===== src/rtl/inst_fetch_unit.sv =====
// Instruction fetch sequencer: owns the PC, captures combinational memory
// bundles into a circular fetch queue and hands them to decode via valid/ready.
`ifndef INST_ADDR_WIDTH
`define INST_ADDR_WIDTH 32
`endif
`ifndef FETCH_WIDTH
`define FETCH_WIDTH 2
`endif

module inst_fetch_unit #(
  parameter int unsigned INST_ADDR_WIDTH = `INST_ADDR_WIDTH,
  parameter int unsigned FETCH_WIDTH     = `FETCH_WIDTH,
  parameter int unsigned QUEUE_DEPTH     = 4,
  parameter logic [INST_ADDR_WIDTH-1:0] RESET_PC = '0
) (
  input  logic                                clk,
  input  logic                                reset,
  input  logic                                fetch_en_i,
  output logic [INST_ADDR_WIDTH-1:0]          pc_o,
  input  logic [FETCH_WIDTH-1:0][31:0]        instruction_code_i,
  input  logic                                redirect_valid_i,
  input  logic [INST_ADDR_WIDTH-1:0]          redirect_pc_i,
  output logic                                bundle_valid_o,
  output logic [INST_ADDR_WIDTH-1:0]          bundle_pc_o,
  output logic [FETCH_WIDTH-1:0][31:0]        bundle_inst_o,
  input  logic                                bundle_ready_i,
  output logic [$clog2(QUEUE_DEPTH):0]        queue_count_o
);

  localparam int unsigned PW = $clog2(QUEUE_DEPTH);
  localparam int unsigned CW = PW + 1;

  logic [INST_ADDR_WIDTH-1:0]   pc_q;
  logic [PW-1:0]                head_q, tail_q;
  logic [CW-1:0]                count_q;
  logic [INST_ADDR_WIDTH-1:0]   q_pc   [QUEUE_DEPTH];
  logic [FETCH_WIDTH-1:0][31:0] q_inst [QUEUE_DEPTH];

  logic pop, push;

  // Valid is derived from the count register only, so no input reaches it.
  assign bundle_valid_o = (count_q != '0);
  assign queue_count_o  = count_q;
  assign pc_o           = pc_q;
  assign bundle_pc_o    = q_pc[head_q];
  assign bundle_inst_o  = q_inst[head_q];

  always_comb begin
    pop  = bundle_valid_o & bundle_ready_i;
    push = fetch_en_i & ~redirect_valid_i & ((count_q < CW'(QUEUE_DEPTH)) | pop);
  end

  always_ff @(posedge clk or posedge reset) begin
    if (reset) begin
      pc_q    <= RESET_PC;
      head_q  <= '0;
      tail_q  <= '0;
      count_q <= '0;
      for (int unsigned i = 0; i < QUEUE_DEPTH; i++) begin
        q_pc[i]   <= '0;
        q_inst[i] <= '0;
      end
    end else if (redirect_valid_i) begin
      // Redirect wins over any same-cycle push or pop.
      pc_q    <= redirect_pc_i & ~INST_ADDR_WIDTH'(3);
      head_q  <= '0;
      tail_q  <= '0;
      count_q <= '0;
    end else begin
      if (push) begin
        q_pc[tail_q]   <= pc_q;
        q_inst[tail_q] <= instruction_code_i;
        tail_q         <= tail_q + PW'(1);
        pc_q           <= pc_q + INST_ADDR_WIDTH'(4 * FETCH_WIDTH);
      end
      if (pop) begin
        head_q <= head_q + PW'(1);
      end
      case ({push, pop})
        2'b10:   count_q <= count_q + CW'(1);
        2'b01:   count_q <= count_q - CW'(1);
        default: count_q <= count_q;
      endcase
    end
  end

endmodule

===== config.mk =====
export PLATFORM = sky130hd
export DESIGN_NAME = inst_fetch_unit
export DESIGN_NICKNAME = d
export VERILOG_FILES = /design/src/rtl/inst_fetch_unit.sv
export SDC_FILE = /design/constraint.sdc
export NUM_CORES = 1
export LEC_CHECK = 0
export ABC_CLOCK_PERIOD_IN_PS = 37900
export CELL_PAD_IN_SITES_DETAIL_PLACEMENT = 1
export CELL_PAD_IN_SITES_GLOBAL_PLACEMENT = 1
export CORE_UTILIZATION = 40
export CTS_CLUSTER_SIZE = 30
export DETAILED_ROUTE_END_ITERATION = 12
export PLACE_DENSITY = 0.7
export SETUP_SLACK_MARGIN = 0.15
export SLEW_MARGIN = 25
export SYNTH_ARGS = -nofsm -noshare
export SYNTH_HDL_FRONTEND = slang
export SYNTH_SLANG_ARGS = --single-unit

===== constraint.sdc =====
create_clock -name clk -period 37.9 [get_ports clk]
set_input_delay 7.58 -clock clk [delete_from_list [all_inputs] [get_ports clk]]
set_output_delay 7.58 -clock clk [all_outputs]
set_load 0.03 [all_outputs]

# Yosys cells after proc, flatten, opt, wreduce, memory -nomap -nowiden

Index checks and enable logic that the tools add are counted.

Register bits after elaboration: 423
Logic and storage cells: 60
Output and inout bits: 132
Bits of input ports: 101

Magnitude comparators: 4
Equality and inequality tests: 2
Bitwise operators: 7
Reductions and logical operators: 6
Multiplexer cells: 20
$add $sub $neg: 5

Operator list:

| kind                  | count |
|---|---|
| $bwmux 256            | 1 |
| $mux 64               | 3 |
| $mux 32               | 5 |
| $bmux 64 s2           | 1 |
| $bwmux 128            | 1 |
| $demux 64 s2          | 1 |
| $bmux 32 s2           | 1 |
| $demux 32 s2          | 1 |
| $add 32x4->32 const B | 1 |
| $mux 2                | 4 |
| $ge 3x3->1 const B    | 2 |
| $not 2->3             | 2 |
| $pmux 3 s2            | 1 |
| $reduce_bool 3->1     | 2 |
| $add 2x1->2 const B   | 2 |
| $reduce_bool 2->1     | 2 |
| $add 3x1->3 const B   | 1 |
| $and 1x1->1           | 3 |
| $lt 3x1->1 const B    | 1 |
| $lt 3x3->1 const B    | 1 |
| $mux 3                | 1 |
| $sub 3x1->3 const B   | 1 |
| $eq 2x1->1 const B    | 1 |
| $eq 2x2->1 const B    | 1 |
| other kinds (4)       | 4 |

# Logic depth before layout (Yosys ltp)

Gate-level depths: netlist of the first run.

Word-level depth: 7
Mapped depth: 8

# Worst setup path before layout of the first run

Ideal clock, no wire load.

Path type: flip-flop to output port
Start point: reg head_q[0]
End point: out bundle_inst_o[44] (netlist name)
Buffers on the path: 4
Data arrival time: 1.869 ns
Setup slack: 28.451 ns
Cell stages (with the launch flop): 6
Cells stage by stage: dfrtp_1 > buf_2 > buf_2 > clkbuf_1 > buf_1 > mux4_2

RTL lines:

| item                   | line | text |
|---|---|---|
| start, declared        | 34   | `logic [PW-1:0] head_q, tail_q;` |
| start signal, assigned | 77   | `head_q <= head_q + PW'(1);` |
| end, declared          | 25   | `output logic [FETCH_WIDTH-1:0][31:0] bundle_inst_o,` |

==> flow_summary_export.csv, run 1 <==
group,metric,value,unit
setup_path,cp_slowest_cell,"dfrtp_4",
cts,post-cts-setup-buffers,0,
die,die_w,215.9,um
timing,rsz0062_at_grt,"false",
cts,cts_hold_buffers,0,
die,initial_core_util,40.43,%
synth,synth_top_family_by_area,"multiplexers",
cts,root_buffer,"clkbuf_16",
synth,synth_mux_area_share,34.87,%
synth,synth_fa_ha_area_share,0.4511,%
synth,ys_ff_latch,413,
die,die_area,46630,um^2
synth,synth_compound_area_share,1.955,%
die,ios,233,
synth,synth-edff-count,0,
cts,clkSinkCount,413,
timing,whs,0.4847,ns
cts,cts_made_buffers,48,
cts,cts_resized,0,
final_layout,nFillCells,4372,
die,rows,78,
power_and_ir_drop,leakage,0.009644,uW
routing,drt-pass1-iter-count,6,
synth,yosys_warnings,0,
die,coreArea,45280,um^2
power_and_ir_drop,ir_worst_vdd,0.04203,mV
timing,worst_slack,26.82,ns
setup_path,cp_data_required_time,30.32,ns
final_layout,area_growth,24.01,%
power_and_ir_drop,p_sw,596.8,uW
timing,setup_viol,0,
grt,grt_start_max_net_pins,177,
die,die_h,215.9,um
grt,grt_pass1_wl,72760,um
hold_path,hp-class,"flip-flop to flip-flop",
synth,synthArstFlopShare,100.0,%
setup_path,cp.arrival,3.50,ns
setup_path,critPathBufInv,2,
synth,yosysSeqAreaShare,56.45,%
synth,synth-main-ff-cell,"dfrtp_1",
timing,worst_pin_slew,1.031,ns
placement,placement.io_buffers,226,
cts,cts_tree,"done",
timing,min_period,11.08,ns
grt,met1_usage,25.87,%
cts,clk_pin_slew,0.06,ns
placement,post-dp-hpwl,26460,um
grt,antenna_found_initial,2,
placement,place_congestion,0.6938,
setup_path,start_kind,"flip-flop",
setup_path,cp-end-kind,"output port",
grt,grt_pass1_vias,12386,
outcome,status,"finished clean",
synth,synthCells,1170,
cts,cts.path.max_buffers,3,
placement,pre_cts_slack,26.89,ns
power_and_ir_drop,p_int,1245,uW
timing,hold_viol_final,0,
grt,use_met3,4.327,%
timing,slew_violations,0,
power_and_ir_drop,swShare,32.40,%
final_layout,layout-drive-gt1-share,37.14,%
routing,vias,10897,
synth,ys_types,47,
final_layout,fin_nets,1478,
grt,grtUsageTotal,19.93,%
power_and_ir_drop,p_per_area,81.13,nW/um^2
routing,avgRoutedWirePerCell,22.25,um
routing,totalWireLength,44720,um
setup_path,cp_top_family,"buffers and inverters",
timing,tns,0,ns
routing,drc,0,
synth,yosys.area_share.simple,3.362,%
setup_path,cpPeakStageDelay,0.95,ns
routing,antenna_left,0,
power_and_ir_drop,combinationalPowerShare,36.8,%
timing,skew,0.01538,ns
timing,maxSlewHeadroom,31.29,%
grt,busiest_layer,"met2",
grt,use_met2,33.57,%
timing,fmax,0.09025,GHz
synth,syn-cell-area,18310,um^2
power_and_ir_drop,clockPowerShare,25.1,%
power_and_ir_drop,seq_power_share,38.1,%
cts,ctsHtreeMaxLevel,2,
run,drv_cap,0,
synth,syn_avg_cell_area,15.65,um^2
grt,grt-ovfl-total,0,
routing,drt-initial-drc-count,453,
setup_path,path_cells,"buf_6 > mux4_2 > clkdlybuf4s50_1",
routing,vias_per_cell,5.421,
cts,insertion_delay,0.57,ns
setup_path,worst-path-max-fanout,52,
setup_path,worstSetupPathType,"flip-flop to output port",
timing,finalCritPeriodShare,29.23,%
synth,synth-xor-area-share,0.5262,%
[cell usage after synthesis (4+ instances only)]
master | n | share of area, %
xor2_1 | 4 | 0.19
nand2_1 | 25 | 0.51
or3_1 | 6 | 0.21
mux2_1 | 47 | 2.9
buf_4 | 4 | 0.16
nor3_1 | 4 | 0.11
mux4_2 | 94 | 12
o21ai_0 | 13 | 0.36
nand3_1 | 10 | 0.27
ha_1 | 5 | 0.34
clkbuf_1 | 38 | 0.78
nor2_1 | 24 | 0.49
a31oi_1 | 16 | 0.55
a21oi_1 | 5 | 0.14
and4_1 | 4 | 0.19
or4_1 | 14 | 0.57
nand4_1 | 6 | 0.21
buf_2 | 34 | 0.93
o31ai_1 | 13 | 0.53
and3_1 | 5 | 0.17
xnor2_1 | 7 | 0.33
mux2_2 | 331 | 20
buf_1 | 13 | 0.27
inv_1 | 7 | 0.14
dfrtp_1 | 413 | 56
[path summary, 6_finish.rpt]
check                                    to  slack [ns]             start  cells after the start
setup / recovery           bundle_inst_o[1]       26.82         head_q[1]                      3
max in group asynchronous         head_q[1]       28.29             reset                      5
hold / removal                     q_pc[62]        0.48          q_pc[62]                      1
setup reg to reg                 q_inst[52]       34.71  queue_count_o[2]                      5
hold reg to reg                    q_pc[62]        0.48          q_pc[62]                      1
min in group asynchronous       q_inst[202]        7.49             reset                      2
[registers in the layout (all words and copies together), names as in the netlist]
signal / cells
queue_count_o: 3
head_q: 2
q_pc: 120
q_inst: 256
pc_o: 30
tail_q: 2
[power groups by stage]
stage / logic [uW] / clock network, uW / registers (uW)
floorplan: 469 / 0 / 679
global placement: 673 / 0 / 694
global route: 721 / 492 / 724
finish: 678 / 462 / 701
detailed placement: 687 / 0 / 707
CTS: 690 / 478 / 701
[kinds of logic after synthesis]
group / after synthesis
and+or+nand+nor: 112
xor gates and xnor gates: 11
other: 1
muxes: 473
buffers and inverters: 98
adders and majority gates: 6
DFF: 413
AOI/OAI and AO/OA: 56
[per-stage QoR]
stage | area (um^2) | total power (uW) | utilization [%] | std cells
6_report | 22700 | 1842 | 50.14 | 2010
5_1_grt | 22700 | 1938 | 50.13 | 2009
4_1_cts | 22660 | 1870 | 50.03 | 2007
3_5_place_dp | 21070 | 1394 | 46.53 | 1920
3_3_place_gp | 21070 | 1366 | 46.53 | 1920
2_1_floorplan | 18320 | 1148 | - | 1173
[cells in the final DEF, fill, tap and decap left out, drive strengths merged, types with 2 or more instances in the layout]
cell and n:
nor2 24, mux4 94, clkinv 9, o211ai 2, ha 5, a21oi 5
o21a 2, mux2 378, conb 4, clkbuf 73, or4 14, and2 3
dfrtp 413, diode 2, or3 6, and3 5, nor3 5, nand2 25
o21ai 14, nand4 7, nor4 2, clkdlybuf4s50 226, bufinv 3, buf 12
nand3 10, xnor2 7, nor4b 2, xor2 4, inv 10, o31ai 13
and4 4, nand2b 2, a31oi 16
[layout make-up]
cell class / instances / area, um^2 / share of cell area [%]
Clock buffer: 73 / 1426 / 6.283
Antenna cell: 2 / 5.005 / 0.02204
Clock inverter: 14 / 160.2 / 0.7054
Timing Repair Buffer: 238 / 2400 / 10.57
Sequential cell: 413 / 10340 / 45.56
Tap cell: 600 / 750.7 / 3.307
Multi-Input combinational cell: 662 / 7581 / 33.39
Inverter: 8 / 37.54 / 0.1653
[per-layer routing]
layer	wire, um	part of all wire [%]	up-vias
li1	-	-	4780
met1	19230	43	5856
met5	0	0	-
met3	2170	4.9	57
met2	22380	50	204
met4	944	2.1	0
Power figures use the tool's default switching activity.
==> run 2, diff against run 1 <==
--- a/config.mk
+++ b/config.mk
@@ -5,13 +5,13 @@
 export SDC_FILE = /design/constraint.sdc
 export NUM_CORES = 1
 export LEC_CHECK = 0
-export ABC_CLOCK_PERIOD_IN_PS = 37900
+export ABC_CLOCK_PERIOD_IN_PS = 10170
 export CELL_PAD_IN_SITES_DETAIL_PLACEMENT = 1
 export CELL_PAD_IN_SITES_GLOBAL_PLACEMENT = 1
 export CORE_UTILIZATION = 40
 export CTS_CLUSTER_SIZE = 30
 export DETAILED_ROUTE_END_ITERATION = 12
-export PLACE_DENSITY = 0.7
+export PLACE_DENSITY = 0.73
 export SETUP_SLACK_MARGIN = 0.15
 export SLEW_MARGIN = 25
 export SYNTH_ARGS = -nofsm -noshare
==> constraint.sdc (replaced) <==
create_clock -name clk -period 10.17 [get_ports clk]
set_input_delay 2.034 -clock clk [delete_from_list [all_inputs] [get_ports clk]]
set_output_delay 2.034 -clock clk [all_outputs]
set_load 0.03 [all_outputs]
==> flow_summary_export.csv, run 2 (synthesis results as in run 1) <==
group,metric,value,unit
routing,drt-initial-drc-count,451,
timing,fmax,0.1730,GHz
grt,antenna_found_initial,0,
power_and_ir_drop,p_sw,2217,uW
setup_path,reg2reg_slack,7.00,ns
setup_path,path_cells,"buf_4 > mux4_2 > clkdlybuf4s50_1",
power_and_ir_drop,swShare,32.65,%
final_layout,final_common_cell,"dfrtp_1",
timing,hold_viol_final,0,
cts,clk_pin_slew,0.06,ns
cts,cts_made_buffers,47,
setup_path,cp-end-kind,"output port",
setup_path,cpPeakStageDelay,1.04,ns
power_and_ir_drop,ir_worst_vdd,0.1601,mV
placement,post-dp-hpwl,26330,um
timing,skew,0.008256,ns
grt,use_met3,4.496,%
cts,root_buffer,"clkbuf_16",
routing,totalWireLength,43800,um
routing,vias_per_cell,5.411,
setup_path,cp_slowest_cell,"dfrtp_4",
final_layout,layout-drive-gt1-share,37.27,%
outcome,status,"finished clean",
die,rows,78,
grt,met1_usage,26.52,%
routing,antenna_left,0,
die,die_area,46630,um^2
routing,drc,0,
power_and_ir_drop,seq_power_share,38.5,%
grt,busiest_layer,"met2",
timing,maxSlewHeadroom,34.12,%
grt,grt_start_max_net_pins,154,
timing,worst_pin_slew,0.9882,ns
power_and_ir_drop,leakage,0.009609,uW
power_and_ir_drop,combinationalPowerShare,37.1,%
setup_path,worst-path-max-fanout,49,
grt,grt-ovfl-total,0,
grt,grt_pass1_wl,71650,um
setup_path,cp_data_required_time,8.14,ns
die,die_w,215.9,um
timing,slew_violations,0,
timing,rsz0062_at_grt,"false",
power_and_ir_drop,clockPowerShare,24.3,%
die,ios,233,
timing,setup_viol,0,
final_layout,regMostFlops,"q_inst",
placement,place_congestion,0.7254,
power_and_ir_drop,p_int,4574,uW
cts,cts_hold_buffers,0,
cts,clkSinkCount,413,
cts,cts.path.max_buffers,3,
cts,post-cts-setup-buffers,0,
final_layout,area_growth,23.58,%
cts,cts_tree,"done",
hold_path,hp-class,"flip-flop to flip-flop",
grt,grt_pass1_vias,12140,
run,drv_cap,0,
final_layout,diodes,0,
setup_path,worstSetupPathType,"flip-flop to output port",
grt,use_met2,31.79,%
cts,insertion_delay,0.57,ns
power_and_ir_drop,p_per_area,300.2,nW/um^2
routing,avgRoutedWirePerCell,21.83,um
timing,tns,0,ns
timing,min_period,5.782,ns
timing,finalCritPeriodShare,56.85,%
final_layout,largest_register_ffs,256,
grt,grtUsageTotal,19.58,%
die,initial_core_util,40.43,%
setup_path,start_kind,"flip-flop",
timing,whs,0.4853,ns
placement,placement.io_buffers,226,
die,die_h,215.9,um
setup_path,cp.arrival,3.75,ns
final_layout,layout_common_cells,"411 x dfrtp_1, 331 x mux2_2, 226 x clkdlybuf4s50_1, 94 x mux4_2",
final_layout,fin_nets,1479,
cts,cts_resized,0,
die,coreArea,45280,um^2
routing,drt-pass1-iter-count,4,
routing,vias,10855,
cts,ctsHtreeMaxLevel,2,
==> run 2: changes by cell type in the layout (fill, tap and decap cells not counted), moves of 2 or more <==
cell	change
buf_6	-2
clkinvlp_4	+2
clkbuf_8	+3
clkbuf_1	-3
clkbuf_16	-2
buf_4	+4
diode_2	-2
bufinv_16	-2
==> run 2: per-layer routing <==
layer,vias up,part of all wire [%]
li1,4759,-
met3,69,4.4
met2,205,49
met4,0,2.1
met5,-,0
met1,5822,44
==> run 2: final timing paths <==
check | startpoint | end | cells after the start
worst max-delay path | head_q[1] | bundle_inst_o[43] | 3
worst min-delay path | q_pc[109] | q_pc[109] | 1
max in group asynchronous | reset | head_q[1] | 4
min in group asynchronous | reset | q_inst[69] | 2
worst min register to register | q_pc[109] | q_pc[109] | 1
worst max register to register | queue_count_o[2] | q_inst[179] | 5
==> run 2: power by group through the flow <==
| stage | Sequential, uW | Clock [uW] | Combinational [uW] |
|---|---|---|---|
| 2_1_floorplan | 2530 | 0 | 1750 |
| 3_3_place_gp | 2590 | 0 | 2500 |
| 3_5_place_dp | 2640 | 0 | 2550 |
| 4_1_cts | 2620 | 1700 | 2560 |
| 5_1_grt | 2710 | 1770 | 2680 |
| 6_report | 2620 | 1650 | 2520 |
==> run 2: worst max-delay path, delay by kind of cell, from the launching register on <==
kind | cells | cell delay [ns]
buffers and inverters | 2 | 1.52
DFF | 1 | 1.04
muxes | 1 | 0.60
==> run 2: per-stage QoR <==
stage | area, um^2 | setup slack, ns | power [uW] | instances | util, %
global route | 22620 | 4.183 | 7155 | 2006 | 49.96
CTS | 22600 | 4.247 | 6886 | 2005 | 49.90
detailed placement | 21090 | 4.738 | 5193 | 1922 | 46.57
global placement | 21080 | 4.795 | 5090 | 1922 | 46.55
finish | 22620 | 4.388 | 6791 | 2006 | 49.96
floorplan | 18320 | 2.568 | 4279 | 1173 | -
==> run 2: cell type report <==
class                           instances  area [um^2]
Sequential cell                       413        10340
Timing Repair Buffer                  240         2407
Clock inverter                         12        102.6
Inverter                                8        33.78
Clock buffer                           71         1406
Tap cell                              600        750.7
Fill cell                            4378        22660
Multi-Input combinational cell        662         7581
==> run 3, diff against run 2 <==
--- a/config.mk
+++ b/config.mk
@@ -5,13 +5,13 @@
 export SDC_FILE = /design/constraint.sdc
 export NUM_CORES = 1
 export LEC_CHECK = 0
-export ABC_CLOCK_PERIOD_IN_PS = 10170
+export ABC_CLOCK_PERIOD_IN_PS = 5500
 export CELL_PAD_IN_SITES_DETAIL_PLACEMENT = 1
 export CELL_PAD_IN_SITES_GLOBAL_PLACEMENT = 1
 export CORE_UTILIZATION = 40
 export CTS_CLUSTER_SIZE = 30
 export DETAILED_ROUTE_END_ITERATION = 12
-export PLACE_DENSITY = 0.73
+export PLACE_DENSITY = 0.7
 export SETUP_SLACK_MARGIN = 0.15
 export SLEW_MARGIN = 25
 export SYNTH_ARGS = -nofsm -noshare
==> constraint.sdc (replaced) <==
create_clock -name clk -period 5.5 [get_ports clk]
set_input_delay 1.1 -clock clk [delete_from_list [all_inputs] [get_ports clk]]
set_output_delay 1.1 -clock clk [all_outputs]
set_load 0.03 [all_outputs]
==> flow_summary_export.csv, run 3 (synthesis results as in run 1) <==
group,metric,value,unit
routing,vias_per_cell,5.421,
cts,post-cts-setup-buffers,0,
placement,placement.io_buffers,226,
timing,finalCritPeriodShare,77.13,%
setup_path,worstReg2RegStart,"queue_count_o[2]",
routing,drt-initial-drc-count,486,
cts,ctsHtreeMaxLevel,2,
cts,clkSinkCount,413,
run,drv_cap,0,
grt,grt-ovfl-total,0,
cts,insertion_delay,0.58,ns
cts,cts_hold_buffers,0,
routing,antenna_left,0,
grt,grtUsageTotal,19.55,%
timing,worst_slack,1.258,ns
cts,root_buffer,"clkbuf_16",
hold_path,hp-class,"flip-flop to flip-flop",
die,die_w,215.9,um
setup_path,reg2reg_slack,2.51,ns
setup_path,path_cells,"buf_4 > mux4_2 > clkdlybuf4s50_1",
timing,worst_pin_slew,0.9719,ns
timing,whs,0.4871,ns
grt,grt_pass1_vias,12178,
setup_path,worst-path-max-fanout,36,
setup_path,cp_data_required_time,4.40,ns
power_and_ir_drop,leakage,0.009655,uW
setup_path,cp-end-kind,"output port",
routing,avgRoutedWirePerCell,21.85,um
timing,min_period,4.242,ns
final_layout,largest_register_ffs,256,
routing,drt-pass1-iter-count,4,
setup_path,cpPeakStageDelay,0.88,ns
die,rows,78,
timing,maxSlewHeadroom,35.21,%
placement,pre_cts_slack,1.201,ns
grt,antenna_found_initial,2,
setup_path,worstSetupPathType,"flip-flop to output port",
cts,cts_resized,0,
timing,fmax,0.2357,GHz
timing,skew,0.01587,ns
setup_path,start_kind,"flip-flop",
final_layout,area_growth,24.11,%
hold_path,min_to,"q_pc[7]",
grt,grt_pass1_wl,71080,um
timing,hold_viol_final,0,
timing,tns,0,ns
timing,slew_violations,0,
timing,setup_viol,0,
setup_path,r2r_cells,5,
cts,cts.path.max_buffers,3,
outcome,status,"finished clean",
final_layout,layout-drive-gt1-share,37.38,%
final_layout,final_common_cell,"dfrtp_1",
final_layout,regMostFlops,"q_inst",
placement,place_congestion,0.7188,
setup_path,cp_slowest_cell,"dfrtp_4",
die,die_area,46630,um^2
setup_path,rr_endpoint,"q_inst[33]",
die,coreArea,45280,um^2
final_layout,layout_common_cells,"411 x dfrtp_1, 331 x mux2_2, 226 x clkdlybuf4s50_1, 94 x mux4_2",
setup_path,cp_top_family,"buffers and inverters",
hold_path,hold_depth,1,
placement,post-dp-hpwl,27180,um
grt,grt_start_max_net_pins,89,
setup_path,cp.arrival,3.14,ns
routing,drc,0,
cts,cts_tree,"done",
cts,clk_pin_slew,0.06,ns
timing,rsz0062_at_grt,"false",
routing,totalWireLength,44140,um
die,die_h,215.9,um
setup_path,critPathBufInv,2,
final_layout,fin_nets,1487,
power_and_ir_drop,p_per_area,552.9,nW/um^2
die,ios,233,
die,initial_core_util,40.43,%
power_and_ir_drop,ir_worst_vdd,0.3583,mV
routing,vias,10951,
cts,cts_made_buffers,47,
hold_path,hold_start,"q_pc[7]",
==> run 3: cell count changes in the layout (fill, tap and decap cells not counted), sizes merged <==
cell,before,now
diode,0,2
clkbuf,71,72
clkinv,7,8
inv,10,12
clkinvlp,2,1
bufinv,1,2
buf,14,22
==> run 3: cell type report <==
cell class              instances  area, um^2
diodes                          2       5.005
clock buffers                  72        1360
clock inverters                15       146.4
fillers                      4353       22560
inverters                       8       33.78
multi-input cells             662        7581
flip-flops and latches        413       10340
well taps                     600       750.7
repair buffers                248        2502
==> run 3: worst max path at each step <==
stage                    start           endpoint  slack [ns]  cells past startpoint
finish               head_q[0]  bundle_inst_o[30]        1.26                      3
global route         head_q[1]    bundle_pc_o[13]        1.10                      3
CTS                  head_q[0]  bundle_inst_o[30]        1.16                      3
detailed placement  fetch_en_i         q_inst[32]        1.20                      6
global placement    fetch_en_i         q_inst[33]        1.24                      6
floorplan                reset          head_q[0]       -1.17                      1
==> run 3: through the flow <==
stage	total power, uW	utilization, %	cell area, um^2	cells
after global routing	13220	50.17	22720	2019
final	12560	50.18	22720	2020
after detailed placement	9618	46.84	21210	1931
after floorplan	7912	-	18320	1173
after CTS	12740	50.17	22720	2018
after global placement	9446	46.84	21210	1931
==> run 3: report_power, final <==
| group | switching [uW] | internal [uW] |
|---|---|---|
| Clock | 1240 | 1800 |
| Combinational | 2160 | 2470 |
| Sequential | 687 | 4190 |
| Total | 4090 | 8470 |
==> run 3: routing by layer <==
| layer | wire length, um | part of all wire, % | up-vias | GRT usage, % |
|---|---|---|---|---|
| li1 | - | - | 4789 | - |
| met1 | 19850 | 45 | 5872 | 26.77 |
| met2 | 21550 | 49 | 233 | 31.81 |
| met3 | 1943 | 4.4 | 57 | 3.791 |
| met4 | 803 | 1.8 | 0 | 5.329 |
| met5 | 0 | 0 | - | 0 |
